==> src/rtl/seq_pkg.sv <==
// Shared definitions for the step sequencer: FSM encoding, default sizes,
// system clock rate and half-period constants for common note pitches.
package seq_pkg;

    typedef enum logic [1:0] {
        IDLE = 2'd0,
        PLAY = 2'd1,
        DONE = 2'd2
    } seq_state_t;

    localparam int unsigned DEF_NUM_CH    = 4;
    localparam int unsigned DEF_NUM_STEPS = 16;
    localparam int unsigned CLK_HZ        = 50_000_000;

    // Half-periods in 50 MHz clock cycles
    localparam logic [15:0] A880  = 16'd28409;
    localparam logic [15:0] C1046 = 16'd23900;
    localparam logic [15:0] D1147 = 16'd21796;
    localparam logic [15:0] F1396 = 16'd17908;

endpackage

==> src/rtl/tone_gen.sv <==
// Gated square-wave generator: toggles wave every 'half' cycles while gate
// is high; counter and output are forced low on the edge after gate drops.
module tone_gen #(
    parameter int unsigned HALF_W = 16
) (
    input  logic              clk,
    input  logic              resetN,
    input  logic              gate,
    input  logic [HALF_W-1:0] half,
    output logic              wave
);

    logic [HALF_W-1:0] cnt;

    always_ff @(posedge clk or negedge resetN) begin
        if (!resetN) begin
            cnt  <= '0;
            wave <= 1'b0;
        end else if (!gate) begin
            cnt  <= '0;
            wave <= 1'b0;
        end else if (cnt == half - HALF_W'(1)) begin
            cnt  <= '0;
            wave <= ~wave;
        end else begin
            cnt <= cnt + HALF_W'(1);
        end
    end

endmodule

==> src/rtl/step_sequencer_core.sv <==
// N-channel, S-step pattern sequencer: pattern registers, tempo counter,
// shared step pointer and a play FSM gating one tone_gen per channel.
module step_sequencer_core
    import seq_pkg::*;
#(
    parameter int unsigned NUM_CH    = 4,
    parameter int unsigned NUM_STEPS = 16,
    parameter int unsigned DIV_W     = 28,
    parameter int unsigned HALF_W    = 16,
    parameter int unsigned CH_W      = 2,
    parameter int unsigned STEP_W    = 4
) (
    input  logic                     clk,
    input  logic                     resetN,
    input  logic                     run,
    input  logic                     loop,
    input  logic [DIV_W-1:0]         tempo_div,
    input  logic [NUM_CH*HALF_W-1:0] tone_half,
    input  logic [NUM_CH-1:0]        mute,
    input  logic                     pat_we,
    input  logic [CH_W-1:0]          pat_ch,
    input  logic [NUM_STEPS-1:0]     pat_data,
    input  logic [CH_W-1:0]          rd_ch,
    output logic [NUM_STEPS-1:0]     rd_pattern,
    output logic [NUM_CH-1:0]        audio,
    output logic [STEP_W-1:0]        step_idx,
    output logic                     step_tick,
    output logic                     playing,
    output logic                     done
);

    seq_state_t           state_q, state_d;
    logic [DIV_W-1:0]     tempo_cnt;
    logic [DIV_W-1:0]     tempo_eff;
    logic                 tempo_expire;
    logic                 last_step;
    logic                 start;
    logic                 step_adv;
    logic [NUM_STEPS-1:0] pat_q [NUM_CH];
    logic [NUM_CH-1:0]    gate;

    assign tempo_eff    = (tempo_div == '0) ? DIV_W'(1) : tempo_div;
    // Equality compare lets a shrunk divisor run the counter through wrap
    assign tempo_expire = (tempo_cnt == tempo_eff - DIV_W'(1));
    assign last_step    = (step_idx == STEP_W'(NUM_STEPS - 1));

    always_ff @(posedge clk or negedge resetN) begin
        if (!resetN) state_q <= IDLE;
        else         state_q <= state_d;
    end

    always_comb begin
        state_d  = state_q;
        start    = 1'b0;
        step_adv = 1'b0;
        case (state_q)
            IDLE: if (run) begin
                state_d = PLAY;
                start   = 1'b1;
            end
            PLAY: begin
                if (!run)
                    state_d = IDLE;
                else if (tempo_expire) begin
                    if (last_step && !loop) state_d  = DONE;
                    else                    step_adv = 1'b1;
                end
            end
            DONE:    if (!run) state_d = IDLE;
            default: state_d = IDLE;
        endcase
    end

    always_ff @(posedge clk or negedge resetN) begin
        if (!resetN) begin
            tempo_cnt <= '0;
            step_idx  <= '0;
            step_tick <= 1'b0;
        end else if (start) begin
            tempo_cnt <= '0;
            step_idx  <= '0;
            step_tick <= 1'b0;
        end else if (state_q == PLAY && run) begin
            tempo_cnt <= tempo_expire ? '0 : tempo_cnt + DIV_W'(1);
            step_tick <= step_adv;
            if (step_adv)
                step_idx <= last_step ? '0 : step_idx + STEP_W'(1);
        end else begin
            step_tick <= 1'b0;
        end
    end

    always_ff @(posedge clk or negedge resetN) begin
        if (!resetN) begin
            for (int unsigned c = 0; c < NUM_CH; c++) pat_q[c] <= '0;
        end else if (pat_we) begin
            for (int unsigned c = 0; c < NUM_CH; c++)
                if (pat_ch == CH_W'(c)) pat_q[c] <= pat_data;
        end
    end

    always_comb begin
        rd_pattern = '0;
        for (int unsigned c = 0; c < NUM_CH; c++)
            if (rd_ch == CH_W'(c)) rd_pattern = pat_q[c];
    end

    assign playing = (state_q == PLAY);
    assign done    = (state_q == DONE);

    for (genvar g = 0; g < NUM_CH; g++) begin : g_ch
        assign gate[g] = playing & pat_q[g][step_idx] & ~mute[g]
                         & (tone_half[g*HALF_W +: HALF_W] != '0);

        tone_gen #(.HALF_W(HALF_W)) u_tone (
            .clk    (clk),
            .resetN (resetN),
            .gate   (gate[g]),
            .half   (tone_half[g*HALF_W +: HALF_W]),
            .wave   (audio[g])
        );
    end

endmodule

==> config.mk <==
export PLATFORM = sky130hd
export DESIGN_NAME = step_sequencer_core
export DESIGN_NICKNAME = d
export VERILOG_FILES = /design/src/rtl/seq_pkg.sv /design/src/rtl/tone_gen.sv /design/src/rtl/step_sequencer_core.sv
export SDC_FILE = /design/constraint.sdc
export NUM_CORES = 1
export LEC_CHECK = 0
export ABC_CLOCK_PERIOD_IN_PS = 6000
export CORE_MARGIN = 2
export CORE_UTILIZATION = 45
export DETAILED_ROUTE_END_ITERATION = 10
export PLACE_DENSITY_LB_ADDON = 0.05
export REMOVE_ABC_BUFFERS = 1
export SLEW_MARGIN = 20
export SYNTH_ARGS = -nofsm -noshare
export SYNTH_HDL_FRONTEND = slang
export SYNTH_SLANG_ARGS = --single-unit
==> constraint.sdc <==
create_clock -name clk -period 6 [get_ports clk]
set_input_delay 1.2 -clock clk [delete_from_list [all_inputs] [get_ports clk]]
set_output_delay 1.2 -clock clk [all_outputs]
set_load 0.005 [all_outputs]
Word level (Yosys, flattened, before mapping)
Cells that the tools add are included.
{"block": "totals", "input_bits": 121, "mem_bits_ro": 0, "latch_bits": 0, "wordCells": 139, "ff_bits": 167, "ram_bits": 0, "n_memories": 0, "output_inout_bits": 27}
{"block": "op_classes", "add_sub_neg": 11, "n_div": 0, "mux": 50, "shift": 0, "eq_ne": 22, "order_cmp": 1, "n_reduce_logical": 19, "mul": 0, "bitwise_logic": 20}
{"op": "16-bit two-way mux", "n": 12}
{"op": "28-bit two-way mux", "n": 4}
{"op": "16-bit by 1-bit adder with 16-bit output, second input constant", "n": 4}
{"op": "16-bit equality test", "n": 4}
{"op": "16-bit nonzero test", "n": 4}
{"op": "16-bit by 1-bit subtractor with 16-bit output, second input constant", "n": 4}
{"op": "28-bit by 1-bit adder with 28-bit output, second input constant", "n": 1}
{"op": "28-bit equality test", "n": 1}
{"op": "28-bit logical NOT", "n": 1}
{"op": "28-bit by 1-bit subtractor with 28-bit output, second input constant", "n": 1}
{"op": "1-bit two-way mux", "n": 20}
{"op": "1-bit binary-select mux with 4-bit select", "n": 4}
{"op": "4-bit two-way mux", "n": 4}
{"op": "1-bit AND", "n": 12}
{"op": "2-bit inequality test, second input constant", "n": 6}
{"op": "2-bit equality test, second input constant", "n": 5}
{"op": "2-bit two-way mux", "n": 5}
{"op": "2-bit AND reduction", "n": 5}
{"op": "1-bit inverter", "n": 8}
{"op": "2-bit by 1-bit equality test with 1-bit output, second input constant", "n": 3}
{"op": "2-bit logical NOT", "n": 3}
{"op": "3-bit by 2-bit inequality test with 1-bit output, second input constant", "n": 2}
{"op": "2-bit case mux with 3 select lines", "n": 1}
{"op": "4-bit by 5-bit < comparator with 1-bit output, second input constant", "n": 1}
{"op": "other kinds (6)", "n": 8}

Depth between registers and ports, before layout
{"block": "logic_depth", "word_depth": 10, "mapped_depth": 19, "ltp_nobuf": 14}

Cells and area by module
Synthesis repeated with hierarchy kept, for this count alone.
{"block": "hier_totals", "cells_unflattened": 1254, "hier_area_um2": 12166.7}
{"mod": "step_sequencer_core", "cells_per_inst": 577, "seq_area_each_um2": 2477.4, "area_per_inst_um2": 6402.4, "instances": 1}
{"mod": "tone_gen (g_ch[1].u_tone ...)", "cells_per_inst": 168, "seq_area_each_um2": 425.4, "area_per_inst_um2": 1440.1, "instances": 3}
{"mod": "tone_gen (g_ch[0].u_tone)", "cells_per_inst": 173, "seq_area_each_um2": 425.4, "area_per_inst_um2": 1443.9, "instances": 1}

Worst setup path before layout
OpenSTA, ideal clock, no wires.
{"block": "synth_timing", "path_type": "input to register", "start": "input port tempo_div[23]", "end": "register tempo_cnt[9]", "cell_stages": 19, "required_ns": 5.871, "setup_time_ns": 0.129, "n_path_buf": 5, "arrival_time_ns": 4.552, "slack_ns": 1.318, "cell_sequence": "nor2_1 and4_1 buf_2 and2_4 a21oi_2 ha_1 nor3b_1 and3_1 buf_2 nand3b_1 nor3_2 a31oi_1 or4_1 or4_1 buf_2 buf_6 buf_6 o2111ai_1 nand3_1"}
{"block": "synth_between", "elab_chain_cells": 7}
{"element": "from (decl)", "line_no": "step_sequencer_core.sv:17", "text": "input logic [DIV_W-1:0] tempo_div,"}
{"element": "28-bit logical NOT", "line_no": "step_sequencer_core.sv:42", "text": "assign tempo_eff = (tempo_div == '0) ? DIV_W'(1) : tempo_div;"}
{"element": "28-bit two-way mux *", "line_no": "step_sequencer_core.sv:42"}
{"element": "28-bit by 1-bit subtractor with 28-bit output *", "line_no": "step_sequencer_core.sv:44", "text": "assign tempo_expire = (tempo_cnt == tempo_eff - DIV_W'(1));"}
{"element": "28-bit equality test *", "line_no": "step_sequencer_core.sv:44"}
{"element": "28-bit two-way mux *", "line_no": "step_sequencer_core.sv:84", "text": "tempo_cnt <= tempo_expire ? '0 : tempo_cnt + DIV_W'(1);"}
{"element": "28-bit two-way mux *", "line_no": "step_sequencer_core.sv:83", "text": "end else if (state_q == PLAY && run) begin"}
{"element": "28-bit two-way mux *", "line_no": "step_sequencer_core.sv:79", "text": "end else if (start) begin"}
{"element": "to (signal assigned)", "line_no": "step_sequencer_core.sv:84"}
{"element": "to (decl)", "line_no": "step_sequencer_core.sv:33", "text": "logic [DIV_W-1:0] tempo_cnt;"}
Mark *: on every way between the ends. The rest lies on a longest branch, timed or not. The select of a mux whose other input is x is not followed.
A chain may end at the register's enable or synchronous reset.

Worst setup path after layout
{"block": "layout_timing", "start": "input port tempo_div[11]", "end": "register tempo_cnt[13]"}
Same word-level chain as after synthesis.

==> run summary <==
Outcome -> finished, final reports clean
Synth Register Bits -> 167
Global route total overflow -> 0
LEAKAGE -> 0.005262 uW
Worst Hold Class -> register to register
Largest net degree at the start of global routing -> 84
First-pass GRT wire length -> 48,310 um
Vias in the first global route -> 9,413
Crit path capture -> tempo_cnt[13]
Average size of a mapped cell -> 9.609 sq um
Commonest non-fill, non-tap cell in the layout -> dfrtp_1
FF+latch area -> 4179 sq um
Crit path launch type -> input pin
CTS tree -> done
Post-synth EDFFs -> 0
Worst-Skew Late Latency -> 0.43 ns
Setup ws final -> 0.6622 ns
Max VDD drop -> 165.6 uV
Ant diodes -> 0
Remaining DRCs -> 0
Layout cells sized above 1 -> 13.37%
Clock Pin Slew Worst Setup and Hold Paths -> 0.08 ns
Max-cap viol count -> 0
R2R Setup Slk -> 2.91 ns
Worst-Margin Slew -> 1.037 ns
Starting density of the core -> 45.89%
Worst Clk Skew -> 0.01419 ns
Post-CTS setup buffers -> 0
Routed length per instance -> 17.48 um
Reg2Reg Launch Point -> tempo_cnt[0]
Drt total wl -> 29,180 um
Io pins -> 148
CP Data Arrival Time -> 5.62 ns
CTS Root Cell -> clkbuf_16
CORE AREA -> 25,250 sq um
Multi-input logic area -> 7033 sq um
Hold path depth -> 1
Final Wtd Congestion -> 0.9268
Top sig layer -> met5
Final-report max-slew violation count -> 0
Post-Synthesis Cell Area -> 11,590 sq um
Post-CTS sizing -> 0
Via-per-instance ratio -> 5.745
Met2 WL -> 12,900 um
Crit. End Element -> register
Inserted Clock Buffers -> 17
Mapped Cells -> 1,206
Period utilization -> 88.96%
Final hold vios -> 0
Die Y -> 164.5 um
Post-route ant nets -> 0
Slew headroom -> 30.65%
Async SR Flop Fraction -> 100.0%
Worst EP required -> 6.28 ns
Commonest non-fill, non-tap cells in the layout -> 167 x dfrtp_1, 146 x clkdlybuf4s50_1, 128 x nor2_1
Most used DFF post-synth -> dfrtp_1
Setup-failing EPs final -> 0
CP Class -> input pin to register
Minimum clock period -> 5.338 ns
Met3 wire length -> 1566 um
PortBufs -> 147
Distinct cells, synth -> 73
CTS Hold Bufs -> 0
Nets -> 1,462
H-tree lvl count -> 4
Pre-CTS WS -> 0.2757 ns
# fillers -> 2,258
Clock Path Buffers -> 2
Die X-Extent -> 164.5 um
Metal-1 WL -> 14,210 um
Area delta synth->final -> 20.15%
Placed wire-length estimate -> 21,520 um
Worst R2R End -> tempo_cnt[26]
Final setup TNS -> 0 ns
Worst Setup SP -> tempo_div[11]
Antenna violations before repair -> 2
Power per cell area -> 210.8 nW/um^2
Total track usage -> 22.21%
CTS sink cnt -> 167
Die ar. -> 27,050 sq um
DR vias -> 9,588
Worst-path maximum fanout -> 19
Drt pass-1 iters -> 5
Row count -> 58
Reg2reg path depth -> 10
Unrepaired setup endpoints after global routing -> no
F_max -> 0.1873 GHz
DR iter-0 viols -> 621
YS warnings -> 0
Sequential area share after synthesis -> 36.06%
==> power breakdown <==
group	total (uW)	switching [uW]	leakage (uW)	internal [uW]
clock network	1090	529	0.000295	565
logic	555	240	0.00278	315
registers	1290	74.1	0.00219	1210
total	2930	842	0.00526	2090
==> layout make-up <==
type,instances,area share (%)
Clock buffer,17,3.055
Multi-Input combinational cell,949,50.51
Tap cell,330,2.965
Clock inverter,15,1.285
Timing Repair Buffer,162,11.39
Sequential cell,167,30.01
Inverter,29,0.7818
==> synthesized netlist by cell type, drive strengths merged (15+ instances only) <==
cell    instances  area, sq um
a21oi          20        103.9
a31oi          19        118.9
and3           24        150.1
buf            15        98.84
clkbuf         46        173.9
dfrtp         167         4179
ha             15        187.7
inv            29        108.9
mux2           66        743.2
mux2i          16        160.2
mux4           36        810.8
nand2          83        314.1
nand3          83        415.4
nand4          32        200.2
nor2          129        486.7
nor3           35        185.2
nor4           28        236.5
o21ai          33        165.2
o311ai         17        148.9
xnor2          86        753.2
xor2           94        823.3
==> flip-flops by register name, indices dropped and copies added, names as in the netlist <==
name / count
state_q: 2
g_ch.u_tone.wave: 4
g_ch.u_tone.cnt: 64
step_tick: 1
pat_q: 64
tempo_cnt: 28
step_idx: 4
==> worst min path at each step <==
stage / end / slack, ns / start
2_1_floorplan: pat_q[18] / 0.49 / pat_q[18]
3_3_place_gp: pat_q[19] / 0.51 / pat_q[19]
3_5_place_dp: pat_q[13] / 0.52 / pat_q[13]
4_1_cts: pat_q[19] / 0.53 / pat_q[19]
5_1_grt: pat_q[30] / 0.55 / pat_q[30]
6_report: pat_q[35] / 0.53 / pat_q[35]
==> cells by family after synthesis <==
group                    after synthesis  share of synthesized area (%)
AO/OA/AOI/OAI                        135                          7.882
XOR/XNOR                             180                          13.60
adder cells (fa/ha/maj)               15                          1.620
buffers and inverters                 90                          3.293
flip-flops                           167                          36.06
multiplexers                         118                          14.79
AND/OR/NAND/NOR                      501                          22.75
==> through the flow <==
stage               hold WS, ns  util (%)  instances  area (sq um)  total power, uW
floorplan                0.4911         -       1145         11320             1563
global placement         0.5118     52.74       1637         13320             1855
detailed placement       0.5164     52.74       1637         13320             1860
CTS                      0.5324     55.13       1669         13920             2967
global route             0.5486     55.13       1669         13920             3072
finish                   0.5322     55.13       1669         13920             2935
==> metal layers <==
| metal | global-route usage (%) | vias up |
|---|---|---|
| li1 | - | 4630 |
| met1 | 32.93 | 4681 |
| met2 | 34.08 | 242 |
| met3 | 3.792 | 33 |
| met4 | 4.941 | 2 |
| met5 | 0 | - |
==> critical path: stages <==
cell,delay [ns]
clkdlybuf4s50_1,0.63
nor4_2,0.11
and4b_1,0.25
and2_4,0.18
a21oi_2,0.17
ha_1,0.22
nor3b_1,0.43
and3_1,0.40
nand3b_1,0.15
nor3_2,0.17
a31oi_1,0.06
or4_1,0.49
or4_1,0.60
nand2_2,0.35
o311ai_0,0.21
Power figures use the tool's default switching activity.
